### src/rtl/reset_sequencer_pkg.sv
// reset_sequencer_pkg
// Shared definitions for the reset sequencer:
//   - state_e       : FSM state encoding
//   - DEFAULT_*     : default domain count, stagger delay and soft-reset hold
//   - CNT_W         : width of the shared stagger/hold counter
package reset_sequencer_pkg;

  typedef enum logic [2:0] {
    ST_WAIT_LOCK = 3'd0,
    ST_STAGGER   = 3'd1,
    ST_RUN       = 3'd2,
    ST_SW_HOLD   = 3'd3,
    ST_SW_ACK    = 3'd4
  } state_e;

  localparam int unsigned DEFAULT_NUM_DOMAINS = 4;
  localparam int unsigned DEFAULT_STAGE_DELAY = 16;
  localparam int unsigned DEFAULT_HOLD_CYCLES = 8;

  // One counter serves both the stagger spacing and the soft-reset hold;
  // both delays are limited to 255, so 8 bits never wrap.
  localparam int unsigned CNT_W = 8;

endpackage

### src/rtl/reset_sequencer_sync_2ff.sv
// sync_2ff
// Two-flop synchronizer for a single asynchronous level.
// Ports:
//   clk_i   : destination clock
//   clear_n : asynchronous active-low clear (both flops go to 0)
//   d       : asynchronous input level
//   q       : synchronized level, two clk_i edges of latency
module sync_2ff (
  input  logic clk_i,
  input  logic clear_n,
  input  logic d,
  output logic q
);

  logic meta_reg;
  logic sync_reg;

  always_ff @(posedge clk_i or negedge clear_n) begin
    if (!clear_n) begin
      meta_reg <= 1'b0;
      sync_reg <= 1'b0;
    end else begin
      meta_reg <= d;
      sync_reg <= meta_reg;
    end
  end

  assign q = sync_reg;

endmodule

### src/rtl/reset_sequencer.sv
// reset_sequencer
// Releases NUM_DOMAINS downstream resets one at a time, STAGE_DELAY cycles
// apart, once the clock generator reports lock. In RUN, software may request
// a reset of any subset of domains; the selected domains are held in reset
// for HOLD_CYCLES cycles, then a four-phase acknowledge completes the request.
// Loss of lock at any time drops everything back to WAIT_LOCK.
// Ports:
//   clk_i          : sole clock
//   reset_i        : asynchronous active-low reset
//   locked_i       : generator lock, asynchronous to clk_i
//   sw_rst_req_i   : per-domain software reset request (level)
//   sw_rst_ack_o   : software reset acknowledge
//   domain_rst_o   : active-high reset per domain, bit 0 released first
//   all_released_o : high only in RUN
//   busy_o         : high in every state except RUN
module reset_sequencer
  import reset_sequencer_pkg::*;
#(
  parameter int unsigned NUM_DOMAINS = DEFAULT_NUM_DOMAINS,
  parameter int unsigned STAGE_DELAY = DEFAULT_STAGE_DELAY,
  parameter int unsigned HOLD_CYCLES = DEFAULT_HOLD_CYCLES
) (
  input  logic                   clk_i,
  input  logic                   reset_i,
  input  logic                   locked_i,
  input  logic [NUM_DOMAINS-1:0] sw_rst_req_i,
  output logic                   sw_rst_ack_o,
  output logic [NUM_DOMAINS-1:0] domain_rst_o,
  output logic                   all_released_o,
  output logic                   busy_o
);

  localparam int unsigned IDX_W = $clog2(NUM_DOMAINS + 1);

  logic                   lock_s;
  state_e                 state_reg, state_next;
  logic [CNT_W-1:0]       cnt_reg, cnt_next;
  logic [IDX_W-1:0]       idx_reg, idx_next;
  logic [NUM_DOMAINS-1:0] mask_reg, mask_next;
  logic [NUM_DOMAINS-1:0] rst_reg, rst_next;
  logic [NUM_DOMAINS-1:0] idx_onehot;

  sync_2ff u_lock_sync (
    .clk_i   (clk_i),
    .clear_n (reset_i),
    .d       (locked_i),
    .q       (lock_s)
  );

  // Decode the domain currently being released into a one-hot clear mask.
  always_comb begin
    idx_onehot = '0;
    for (int i = 0; i < int'(NUM_DOMAINS); i++) begin
      if (idx_reg == IDX_W'(i)) begin
        idx_onehot[i] = 1'b1;
      end
    end
  end

  always_ff @(posedge clk_i or negedge reset_i) begin
    if (!reset_i) begin
      state_reg <= ST_WAIT_LOCK;
      cnt_reg   <= '0;
      idx_reg   <= '0;
      mask_reg  <= '0;
      rst_reg   <= '1;
    end else begin
      state_reg <= state_next;
      cnt_reg   <= cnt_next;
      idx_reg   <= idx_next;
      mask_reg  <= mask_next;
      rst_reg   <= rst_next;
    end
  end

  always_comb begin
    state_next = state_reg;
    cnt_next   = cnt_reg;
    idx_next   = idx_reg;
    mask_next  = mask_reg;
    rst_next   = rst_reg;

    // Lock loss outranks every other event, including terminal counts and
    // a pending software request.
    if (!lock_s) begin
      state_next = ST_WAIT_LOCK;
      cnt_next   = '0;
      idx_next   = '0;
      mask_next  = '0;
      rst_next   = '1;
    end else begin
      case (state_reg)
        ST_WAIT_LOCK: begin
          cnt_next   = '0;
          idx_next   = '0;
          rst_next   = '1;
          state_next = ST_STAGGER;
        end

        ST_STAGGER: begin
          if (cnt_reg == CNT_W'(STAGE_DELAY - 1)) begin
            cnt_next = '0;
            rst_next = rst_reg & ~idx_onehot;
            idx_next = idx_reg + 1'b1;
            if (idx_reg == IDX_W'(NUM_DOMAINS - 1)) begin
              state_next = ST_RUN;
            end
          end else begin
            cnt_next = cnt_reg + 1'b1;
          end
        end

        ST_RUN: begin
          if (|sw_rst_req_i) begin
            mask_next  = sw_rst_req_i;
            rst_next   = sw_rst_req_i;
            cnt_next   = '0;
            state_next = ST_SW_HOLD;
          end
        end

        ST_SW_HOLD: begin
          // The request input is not looked at here: the mask captured on
          // entry alone decides which domains are held.
          if (cnt_reg == CNT_W'(HOLD_CYCLES - 1)) begin
            cnt_next   = '0;
            rst_next   = rst_reg & ~mask_reg;
            state_next = ST_SW_ACK;
          end else begin
            cnt_next = cnt_reg + 1'b1;
          end
        end

        ST_SW_ACK: begin
          if (sw_rst_req_i == '0) begin
            mask_next  = '0;
            state_next = ST_RUN;
          end
        end

        default: begin
          state_next = ST_WAIT_LOCK;
          cnt_next   = '0;
          idx_next   = '0;
          mask_next  = '0;
          rst_next   = '1;
        end
      endcase
    end
  end

  // Status outputs decode straight from the state register so they follow
  // the asynchronous reset without waiting for an edge.
  assign domain_rst_o   = rst_reg;
  assign sw_rst_ack_o   = (state_reg == ST_SW_ACK);
  assign all_released_o = (state_reg == ST_RUN);
  assign busy_o         = (state_reg != ST_RUN);

endmodule

### config.mk
export PLATFORM = sky130hd
export DESIGN_NAME = reset_sequencer
export DESIGN_NICKNAME = d
export VERILOG_FILES = /design/src/rtl/reset_sequencer_pkg.sv /design/src/rtl/reset_sequencer_sync_2ff.sv /design/src/rtl/reset_sequencer.sv
export SDC_FILE = /design/constraint.sdc
export NUM_CORES = 1
export LEC_CHECK = 0
export BUFFER_PORTS_ARGS = -buffer_cell sky130_fd_sc_hd__clkbuf_2
export CORE_ASPECT_RATIO = 0.8
export CORE_MARGIN = 2
export CORE_UTILIZATION = 60
export DETAILED_ROUTE_END_ITERATION = 8
export PLACE_DENSITY = 0.92
export SYNTH_ARGS = -nofsm -noshare
export SYNTH_HDL_FRONTEND = slang
export SYNTH_SLANG_ARGS = --single-unit
export TNS_END_PERCENT = 100
### constraint.sdc
create_clock -name clk_i -period 2.7 [get_ports clk_i]
set_input_delay 0.135 -clock clk_i [delete_from_list [all_inputs] [get_ports clk_i]]
set_output_delay 0.135 -clock clk_i [all_outputs]
set_load 0.02 [all_outputs]
==> results of run 1 <==
==> cell usage after synthesis <==
cell type and n:
nor2b_1 3, a22o_1 11, o31ai_2 1, nand3b_1 1, nand2_1 13, dfstp_2 4
nor4bb_1 1, buf_2 1, o21ai_1 4, a21o_1 1, o311a_1 1, and4bb_2 1
o21ai_0 9, a41o_1 1, buf_4 1, ha_1 6, a22oi_1 1, a21boi_1 1
nand3_1 8, nor2_2 1, nor4_4 2, nor4_1 1, nor3_1 3, nor2_1 7
xor2_1 2, a41oi_2 1, a21oi_1 4, a21oi_2 1, clkbuf_1 2, or3_1 2
o311ai_0 3, a31oi_1 2, inv_1 11, and3_1 1, dfrtp_1 20, mux2i_1 1
a221oi_1 1, nand2b_1 2, buf_6 2, o22ai_1 3
==> worst max path at each step <==
stage | startpoint | to | slack [ns] | depth (start not counted)
after floorplan | state_reg[0]$_DFFE_PN0P_ | state_reg[1]$_DFFE_PN0P_ | 0.95 | 5
after global placement | state_reg[1]$_DFFE_PN0P_ | cnt_reg[7]$_DFFE_PN0P_ | 1.0 | 4
after detailed placement | state_reg[1]$_DFFE_PN0P_ | domain_rst_o[0]$_DFFE_PN1P_ | 0.88 | 4
after CTS | state_reg[1]$_DFFE_PN0P_ | busy_o | 0.75 | 4
after global routing | state_reg[1]$_DFFE_PN0P_ | busy_o | 0.53 | 4
final | state_reg[1]$_DFFE_PN0P_ | busy_o | 0.74 | 4
==> worst reg2reg max path, stage by stage (launching register included) <==
cell and delay (ns):
dfrtp_1 0.72, xor2_1 0.19, a41oi_2 0.56, o31ai_2 0.12
a22o_1 0.20
==> final cells by class <==
type / count / area [um2]
multi-input cells: 100 / 696
fillers: 155 / 682
flip-flops and latches: 24 / 606
repair buffers: 15 / 85.1
inverters: 11 / 41.3
clock buffers: 4 / 36.3
well taps: 25 / 31.3
==> logic make-up after synthesis <==
logic type	count (synthesis)	share of synthesized area
AO/OA/AOI/OAI	45	0.237
flip-flops	24	0.437
multiplexers	1	0.00723
adder cells (fa/ha/maj)	6	0.0542
buffers and inverters	17	0.0605
AND/OR/NAND/NOR	46	0.192
XOR/XNOR	2	0.0126
==> timing repair <==
action,4_1_cts,5_1_grt
endpoints found under the hold margin,21,0
setup endpoints to repair,0,0
hold buffers,2,0
==> power by group through the flow <==
stage               Sequential, mW  Combinational [mW]  Clock, mW
finish                       0.389              0.0734      0.188
global route                 0.391              0.0815      0.208
CTS                          0.389              0.0735      0.193
detailed placement           0.396              0.0711          0
global placement             0.394              0.0687          0
floorplan                    0.399              0.0407          0
==> layer usage <==
| metal | vias up | GRT usage |
|---|---|---|
| met5 | - | 0 |
| met4 | 0 | 0.0605 |
| met3 | 2 | 0.0661 |
| met2 | 48 | 0.380 |
| met1 | 529 | 0.309 |
| li1 | 546 | - |
==> impl_metrics.py, run 1 <==
metrics = {
    "yosys": {
        "synth_top_area_frac": 0.361,
        "syn_area_per_cell_um2": 9.82,
        "synth-seq-area-share": 0.437,
        "syn-instance-count": 141,
        "yosysUniqueCellTypes": 40,
        "synthesis.nets": 154,
        "yosys_warnings": 0,
        "synth_seq_cells": 24,
        "synth_area_um2": 1390,
        "synth_area_leader_cell": "dfrtp_1",
        "synth.area.top_cells": "dfrtp_1 36%, dfstp_2 7.6%, a22o_1 7.0%",
    },
    "setup_path": {
        "start_kind": "register",
        "path_common_cell": "inv_1",
        "crit_chain": "inv_1, nor3_1, inv_1, clkbuf_2",
        "critPathArrivalTime_ns": 1.83,
        "rrSetupSlack_ns": 0.82,
        "end_kind": "output pin",
        "critPathMaxFanout": 18,
        "timing.rr.end": "state_reg[1]$_DFFE_PN0P_",
        "worst-path-buf-inv": 3,
        "crit_family": "flip-flops",
        "r2r-start": "state_reg[1]$_DFFE_PN0P_",
        "path_class": "register to output pin",
        "worst_path_largest_cell_delay_ns": 0.72,
        "required_ns": 2.57,
        "worstRegToRegCells": 4,
        "cp_slowest_cell": "dfrtp_1",
    },
    "detailed_routing": {
        "highest_layer": "met4",
        "dr.pass1.iters": 4,
        "avgViaCountPerCell": 6.28,
        "wl_met1_um": 1280,
        "num_vias": 1125,
        "drt-initial-drc-count": 49,
        "final_antenna_net_count": 0,
        "drc": 0,
        "wl_per_cell_um": 16.0,
        "wl_met2_um": 1350,
        "routed_wl_um": 2860,
        "met3_length_um": 211,
    },
    "final_layout": {
        "largest_reg_flops": 8,
        "fin_area_um2": 1500,
        "synthToLayoutAreaGrowth_pct": 7.95,
        "final_cell_mix": "20 x dfrtp_1, 13 x nand2_1, 13 x clkbuf_2",
        "drive_above_1_share": 0.182,
        "mostFrequentLayoutCell": "dfrtp_1",
        "diodes": 0,
        "instances_no_fill": 179,
        "nets": 168,
        "final_util": 0.687,
    },
    "floorplanning": {
        "die_w_um": 57.7,
        "num_rows": 15,
        "die_area_um2": 2710,
        "die_h_um": 47.0,
        "coreArea_um2": 2180,
        "io-pin-count": 14,
        "start_util": 0.636,
    },
    "placement": {
        "place_hpwl_um": 2130,
        "pre_cts_slack_ns": 0.883,
        "io_buffers": 13,
        "dpl.cell_count": 173,
        "routabilityCongestion": 0.837,
        "placed_area_um2": 1440,
    },
    "global_route": {
        "grtUsageTotal": 0.231,
        "grt_max_degree": 25,
        "grt_pass1_vias": 998,
        "antenna_found_initial": 0,
        "grt_pass1_wl_um": 4580,
        "grt_overflow_total": 0,
    },
    "clock_tree": {
        "postCtsSetupRepairBufs": 0,
        "cts_tree": "yes",
        "cts_buffer_depth": 2,
        "clock-sinks": 24,
        "cts_root_buffer": "clkbuf_4",
        "cts_buffers": 3,
        "clock_latency_ns": 0.32,
        "clk_pin_slew_ns": 0.13,
        "htreeDepth": 1,
        "post_cts_resized": 0,
    },
    "timing": {
        "worstMarginPinSlew_ns": 0.576,
        "slew_violations": 0,
        "relSlewSlack": 0.616,
        "fin_setup_tns_ns": 0,
        "finalCriticalPeriod_ns": 1.96,
        "setup_viol": 0,
        "finalHoldViolCount": 0,
        "hold_ws_ns": 0.110,
        "skew_ns": 0.0112,
        "fin_ws_ns": 0.735,
        "max_clock_freq_mhz": 509,
        "period_share": 0.728,
        "rsz0062_at_grt": "false",
    },
    "pwr": {
        "p_sw_frac": 0.253,
        "p_int_uw": 486,
        "p_total_uw": 650,
        "sequentialPowerShare": 0.598,
        "powerDensity_nw_per_um2": 435,
        "ir_worst_vdd_mv": 0.429,
        "power_frac_comb": 0.113,
        "power_switching_uw": 164,
        "clkPwrFrac": 0.289,
        "leakage_nw": 0.645,
    },
    "min_path": {
        "min_delay_path_depth": 2,
        "holdPathEnd": "mask_reg[3]$_DFFE_PN0P_",
        "hold_class": "primary input to register",
        "hp-start": "sw_rst_req_i[3]",
    },
    "status": {
        "status": "finished clean",
    },
    "flow_run": {
        "maxCapViolCount": 0,
    },
}
Power figures use the tool's default switching activity.
==> run 2: changes to the inputs <==
- CORE_UTILIZATION: 60 -> 52
- PLACE_DENSITY: 0.92 -> 0.85
- clock period: 2.7 -> 1.6 ns (I/O delays scaled with it)
==> run 2 against run 1 <==
Effect of this change:
- the run now ends with negative setup slack left
- power increased by 92%
- flip-flop and latch count unchanged
- clock skew down 0.0078 ns
- via count increased by 9.0%
==> impl_metrics.py, run 2 (synthesis results as in run 1) <==
metrics = {
    "status": {
        "status": "finished, violations left",
        "violations": "negative setup slack",
    },
    "floorplanning": {
        "num_rows": 16,
        "die_area_um2": 3090,
        "coreArea_um2": 2480,
        "io-pin-count": 14,
        "start_util": 0.558,
        "die_h_um": 50.2,
        "die_w_um": 61.7,
    },
    "min_path": {
        "hold_class": "primary input to register",
    },
    "final_layout": {
        "diodes": 0,
        "final_util": 0.711,
        "nets": 187,
        "synthToLayoutAreaGrowth_pct": 27.5,
        "mostFrequentLayoutCell": "buf_4",
        "final_cell_mix": "18 x buf_4, 17 x dfrtp_1, 13 x nand2_1",
        "drive_above_1_share": 0.353,
        "instances_no_fill": 209,
        "nFillCells": 193,
        "largest_reg_flops": 8,
    },
    "detailed_routing": {
        "avgViaCountPerCell": 5.87,
        "routed_wl_um": 3340,
        "final_antenna_net_count": 0,
        "num_vias": 1226,
        "drc": 0,
        "dr.pass1.iters": 4,
        "wl_per_cell_um": 16.0,
        "drt-initial-drc-count": 80,
    },
    "timing": {
        "finalHoldViolCount": 0,
        "relSlewSlack": 0.612,
        "rsz0062_at_grt": "true",
        "max_clock_freq_mhz": 600,
        "skew_ns": 0.00347,
        "fin_ws_ns": -0.0659,
        "worstMarginPinSlew_ns": 0.581,
        "fin_setup_tns_ns": -0.186,
        "slew_violations": 0,
        "setup_viol": 5,
        "period_share": 1.04,
        "finalCriticalPeriod_ns": 1.67,
    },
    "clock_tree": {
        "clock_latency_ns": 0.33,
        "cts_buffers": 3,
        "cts_buffer_depth": 2,
        "clk_pin_slew_ns": 0.13,
        "cts_tree": "yes",
        "htreeDepth": 1,
        "clock-sinks": 24,
        "cts_root_buffer": "clkbuf_4",
    },
    "setup_path": {
        "required_ns": 1.81,
        "path_class": "register to register",
        "critPathArrivalTime_ns": 1.88,
        "start_kind": "register",
        "critPathMaxFanout": 4,
        "end_kind": "register",
    },
    "pwr": {
        "powerDensity_nw_per_um2": 706,
        "ir_worst_vdd_mv": 0.623,
        "leakage_nw": 0.752,
        "p_total_mw": 1.25,
    },
    "global_route": {
        "antenna_found_initial": 0,
        "grt_pass1_wl_um": 5180,
        "grt_overflow_total": 0,
        "grt_pass1_vias": 1110,
        "grt_max_degree": 25,
        "grtUsageTotal": 0.225,
    },
    "placement": {
        "routabilityCongestion": 0.900,
        "dpl.cell_count": 196,
        "place_hpwl_um": 2280,
        "pre_cts_slack_ns": -0.0317,
        "io_buffers": 13,
    },
    "flow_run": {
        "maxCapViolCount": 0,
    },
}
-- run 2: changes by cell type in the layout (fill, tap and decap cells not counted), moves of 2 or more --
| cell | change |
|---|---|
| dfrtp_1 | -3 |
| o22ai_1 | -2 |
| buf_4 | +18 |
| dfrtp_2 | +3 |
| o22ai_2 | +2 |
| nor3_1 | -2 |
-- run 2: routing by layer --
metal | track usage | vias up | routed length, um
met5 | 0 | - | 0
met1 | 0.337 | 591 | 1560
met3 | 0.0541 | 2 | 202
li1 | - | 584 | -
met4 | 0.0390 | 0 | 10
met2 | 0.335 | 49 | 1560
-- run 2: repair_timing --
action | CTS | global route
setup buffers | 0 | 6
pin swaps | 0 | 3
setup endpoints to repair | 10 | 16
hold buffers | 2 | 0
hold endpoints to repair | 21 | 0
resized for setup | 2 | 17
gates cloned | 0 | 1
-- run 2: area by class of cell --
type | count | area [um2] | area share
multi-input cells | 101 | 793 | 0.449
flip-flops and latches | 24 | 609 | 0.345
well taps | 36 | 45.0 | 0.0255
inverters | 11 | 45.0 | 0.0255
clock buffers | 3 | 22.5 | 0.0128
repair buffers | 33 | 220 | 0.125
clock inverters | 1 | 30.0 | 0.0170
-- run 2: final timing paths --
check                                          startpoint                       to  slack [ns]  cells after the start
setup / recovery                   cnt_reg[7]$_DFFE_PN0P_   idx_reg[1]$_DFFE_PN0P_       -0.07                      5
hold / removal                            sw_rst_req_i[3]  mask_reg[3]$_DFFE_PN0P_        0.04                      2
setup reg to reg                   cnt_reg[7]$_DFFE_PN0P_   idx_reg[1]$_DFFE_PN0P_       -0.07                      5
hold reg to reg            u_lock_sync.meta_reg$_DFF_PN0_  u_lock_sync.q$_DFF_PN0_        0.37                      0
max in group asynchronous                         reset_i   cnt_reg[7]$_DFFE_PN0P_        0.93                      2
min in group asynchronous                         reset_i   cnt_reg[4]$_DFFE_PN0P_        0.26                      2
-- run 2: critical path, cell delays in order, from the launching register on --
cell,delay (ns)
dfrtp_2,0.47
nor4_4,0.27
buf_4,0.18
nand2_1,0.10
a221oi_2,0.41
o22ai_1,0.13
-- run 2: stage by stage --
stage	area, um2	hold slack, ns
after floorplan	1400	-0.216
after global placement	1550	0.0972
after detailed placement	1550	0.109
after CTS	1630	0.0353
after global routing	1770	0.0362
final	1770	0.0352
-- run 2: where the power goes --
group	switching, mW	internal (mW)
clock network	0.188	0.254
logic	0.0904	0.0611
registers	0.0188	0.635
==> run 3: changes to the inputs <==
- CORE_UTILIZATION: 52 -> 35
- CTS_CLUSTER_DIAMETER: default -> 80
- PLACE_DENSITY: 0.85 -> 0.65
==> run 3 against run 2 <==
Effect of this change:
- the flow now finishes without violations
- clock skew rose by 0.0028 ns
- critical path depth rose by 1
- hold slack improved by 0.088 ns
- clock power fell by 20%
- final area rose by 0.85%
==> impl_metrics.py, run 3 (synthesis results as in run 1) <==
metrics = {
    "final_layout": {
        "synthToLayoutAreaGrowth_pct": 28.5,
        "largest_reg_flops": 8,
        "multi_input_area_um2": 779,
        "diodes": 0,
        "instances_no_fill": 228,
        "regArea_um2": 611,
        "nFillCells": 387,
        "fin_area_um2": 1780,
        "mostFrequentLayoutCell": "buf_4",
        "final_util": 0.468,
        "final_cell_mix": "19 x buf_4, 16 x dfrtp_1, 13 x nand2_1, 13 x clkbuf_2",
        "nets": 188,
        "drive_above_1_share": 0.358,
    },
    "setup_path": {
        "worstRegToRegCells": 6,
        "worst_path_largest_cell_delay_ns": 0.44,
        "start_kind": "register",
        "timing.rr.end": "state_reg[1]$_DFFE_PN0P_",
        "required_ns": 1.81,
        "r2r-start": "cnt_reg[7]$_DFFE_PN0P_",
        "critPathArrivalTime_ns": 1.80,
        "crit_family": "compound AO/OA/AOI/OAI gates",
        "cp_slowest_cell": "dfrtp_2",
        "end_kind": "register",
        "path_class": "register to register",
        "path_common_cell": "buf_4",
        "worst-path-buf-inv": 2,
        "crit_chain": "nor4_4, buf_4, a41oi_2, buf_4, o31ai_4, a22o_1",
        "critPathMaxFanout": 2,
        "rrSetupSlack_ns": 0.008,
    },
    "placement": {
        "pre_cts_slack_ns": -0.0824,
        "routabilityCongestion": 0.801,
        "io_buffers": 13,
        "placed_area_um2": 1610,
        "place_hpwl_um": 2420,
        "dpl.cell_count": 219,
    },
    "floorplanning": {
        "die_w_um": 74.3,
        "coreArea_um2": 3800,
        "die_area_um2": 4480,
        "io-pin-count": 14,
        "num_rows": 20,
        "start_util": 0.364,
        "die_h_um": 60.3,
    },
    "clock_tree": {
        "clk_pin_slew_ns": 0.08,
        "cts_buffers": 3,
        "cts_root_buffer": "clkbuf_8",
        "cts_buffer_depth": 2,
        "htreeDepth": 1,
        "clock_latency_ns": 0.27,
        "clock-sinks": 24,
        "cts_tree": "yes",
    },
    "detailed_routing": {
        "final_antenna_net_count": 0,
        "wl_per_cell_um": 14.6,
        "avgViaCountPerCell": 5.18,
        "dr.pass1.iters": 4,
        "drt-initial-drc-count": 33,
        "num_vias": 1180,
        "drc": 0,
        "routed_wl_um": 3330,
    },
    "pwr": {
        "p_int_uw": 873,
        "clkPwrFrac": 0.302,
        "powerDensity_nw_per_um2": 657,
        "ir_worst_vdd_mv": 0.432,
        "power_switching_uw": 296,
        "sequentialPowerShare": 0.558,
        "leakage_nw": 0.754,
        "p_sw_frac": 0.253,
        "p_total_mw": 1.17,
        "power_frac_comb": 0.140,
    },
    "global_route": {
        "grt_pass1_vias": 1208,
        "grt_overflow_total": 0,
        "antenna_found_initial": 0,
        "grtUsageTotal": 0.169,
        "grt_max_degree": 25,
        "grt_pass1_wl_um": 5610,
    },
    "min_path": {
        "hp-start": "sw_rst_req_i[3]",
        "holdPathEnd": "mask_reg[3]$_DFFE_PN0P_",
        "min_delay_path_depth": 2,
        "hold_class": "primary input to register",
    },
    "timing": {
        "max_clock_freq_mhz": 628,
        "setup_viol": 0,
        "finalCriticalPeriod_ns": 1.59,
        "rsz0062_at_grt": "true",
        "worstMarginPinSlew_ns": 0.608,
        "fin_setup_tns_ns": 0,
        "skew_ns": 0.00630,
        "hold_ws_ns": 0.124,
        "slew_violations": 0,
        "fin_ws_ns": 0.00840,
        "finalHoldViolCount": 0,
        "period_share": 0.995,
        "relSlewSlack": 0.594,
    },
    "status": {
        "status": "finished clean",
    },
    "flow_run": {
        "maxCapViolCount": 0,
    },
}
run 3: routing by layer:
| layer | track usage | vias up | wire length [um] |
|---|---|---|---|
| met2 | 0.291 | 16 | 1670 |
| met1 | 0.208 | 576 | 1520 |
| met3 | 0.0354 | 4 | 104 |
| li1 | - | 584 | - |
| met4 | 0.0663 | 0 | 36 |
| met5 | 0 | - | 0 |
run 3: worst max path at each step:
| stage | to | slack, ns | startpoint | cells after the start |
|---|---|---|---|---|
| floorplan | state_reg[1]$_DFFE_PN0P_ | 0.10 | state_reg[0]$_DFFE_PN0P_ | 5 |
| global placement | idx_reg[2]$_DFFE_PN0P_ | -0.002 | cnt_reg[0]$_DFFE_PN0P_ | 5 |
| detailed placement | idx_reg[2]$_DFFE_PN0P_ | -0.08 | cnt_reg[0]$_DFFE_PN0P_ | 5 |
| CTS | idx_reg[2]$_DFFE_PN0P_ | 0.0007 | cnt_reg[4]$_DFFE_PN0P_ | 4 |
| global route | state_reg[1]$_DFFE_PN0P_ | -0.07 | cnt_reg[7]$_DFFE_PN0P_ | 6 |
| finish | state_reg[1]$_DFFE_PN0P_ | 0.008 | cnt_reg[7]$_DFFE_PN0P_ | 6 |
run 3: power by group through the flow:
| stage | Sequential, mW | Combinational [mW] | Clock, mW |
|---|---|---|---|
| 3_3_place_gp | 0.662 | 0.140 | 0 |
| 5_1_grt | 0.656 | 0.178 | 0.405 |
| 4_1_cts | 0.653 | 0.151 | 0.376 |
| 2_1_floorplan | 0.673 | 0.0693 | 0 |
| 3_5_place_dp | 0.662 | 0.144 | 0 |
| 6_report | 0.652 | 0.164 | 0.353 |
run 3: worst register-to-register path, delay by kind of cell, from the launching register on:
family,cells,cell delay [ns]
AOI/OAI and AO/OA,3,0.47
DFF,1,0.44
buffers and inverters,2,0.34
and+or+nand+nor,1,0.29
run 3: area by class of cell:
cell class              instances  share of cell area
clock buffers                   3              0.0232
inverters                      11              0.0232
multi-input cells             100               0.438
flip-flops and latches         24               0.343
well taps                      55              0.0387
repair buffers                 35               0.134
run 3: what timing repair did:
action                     CTS  global route
resized for setup            5            13
hold endpoints to repair    21             0
pin swaps                    0             6
hold buffers                 2             0
setup buffers                0             4
setup endpoints to repair    5            14
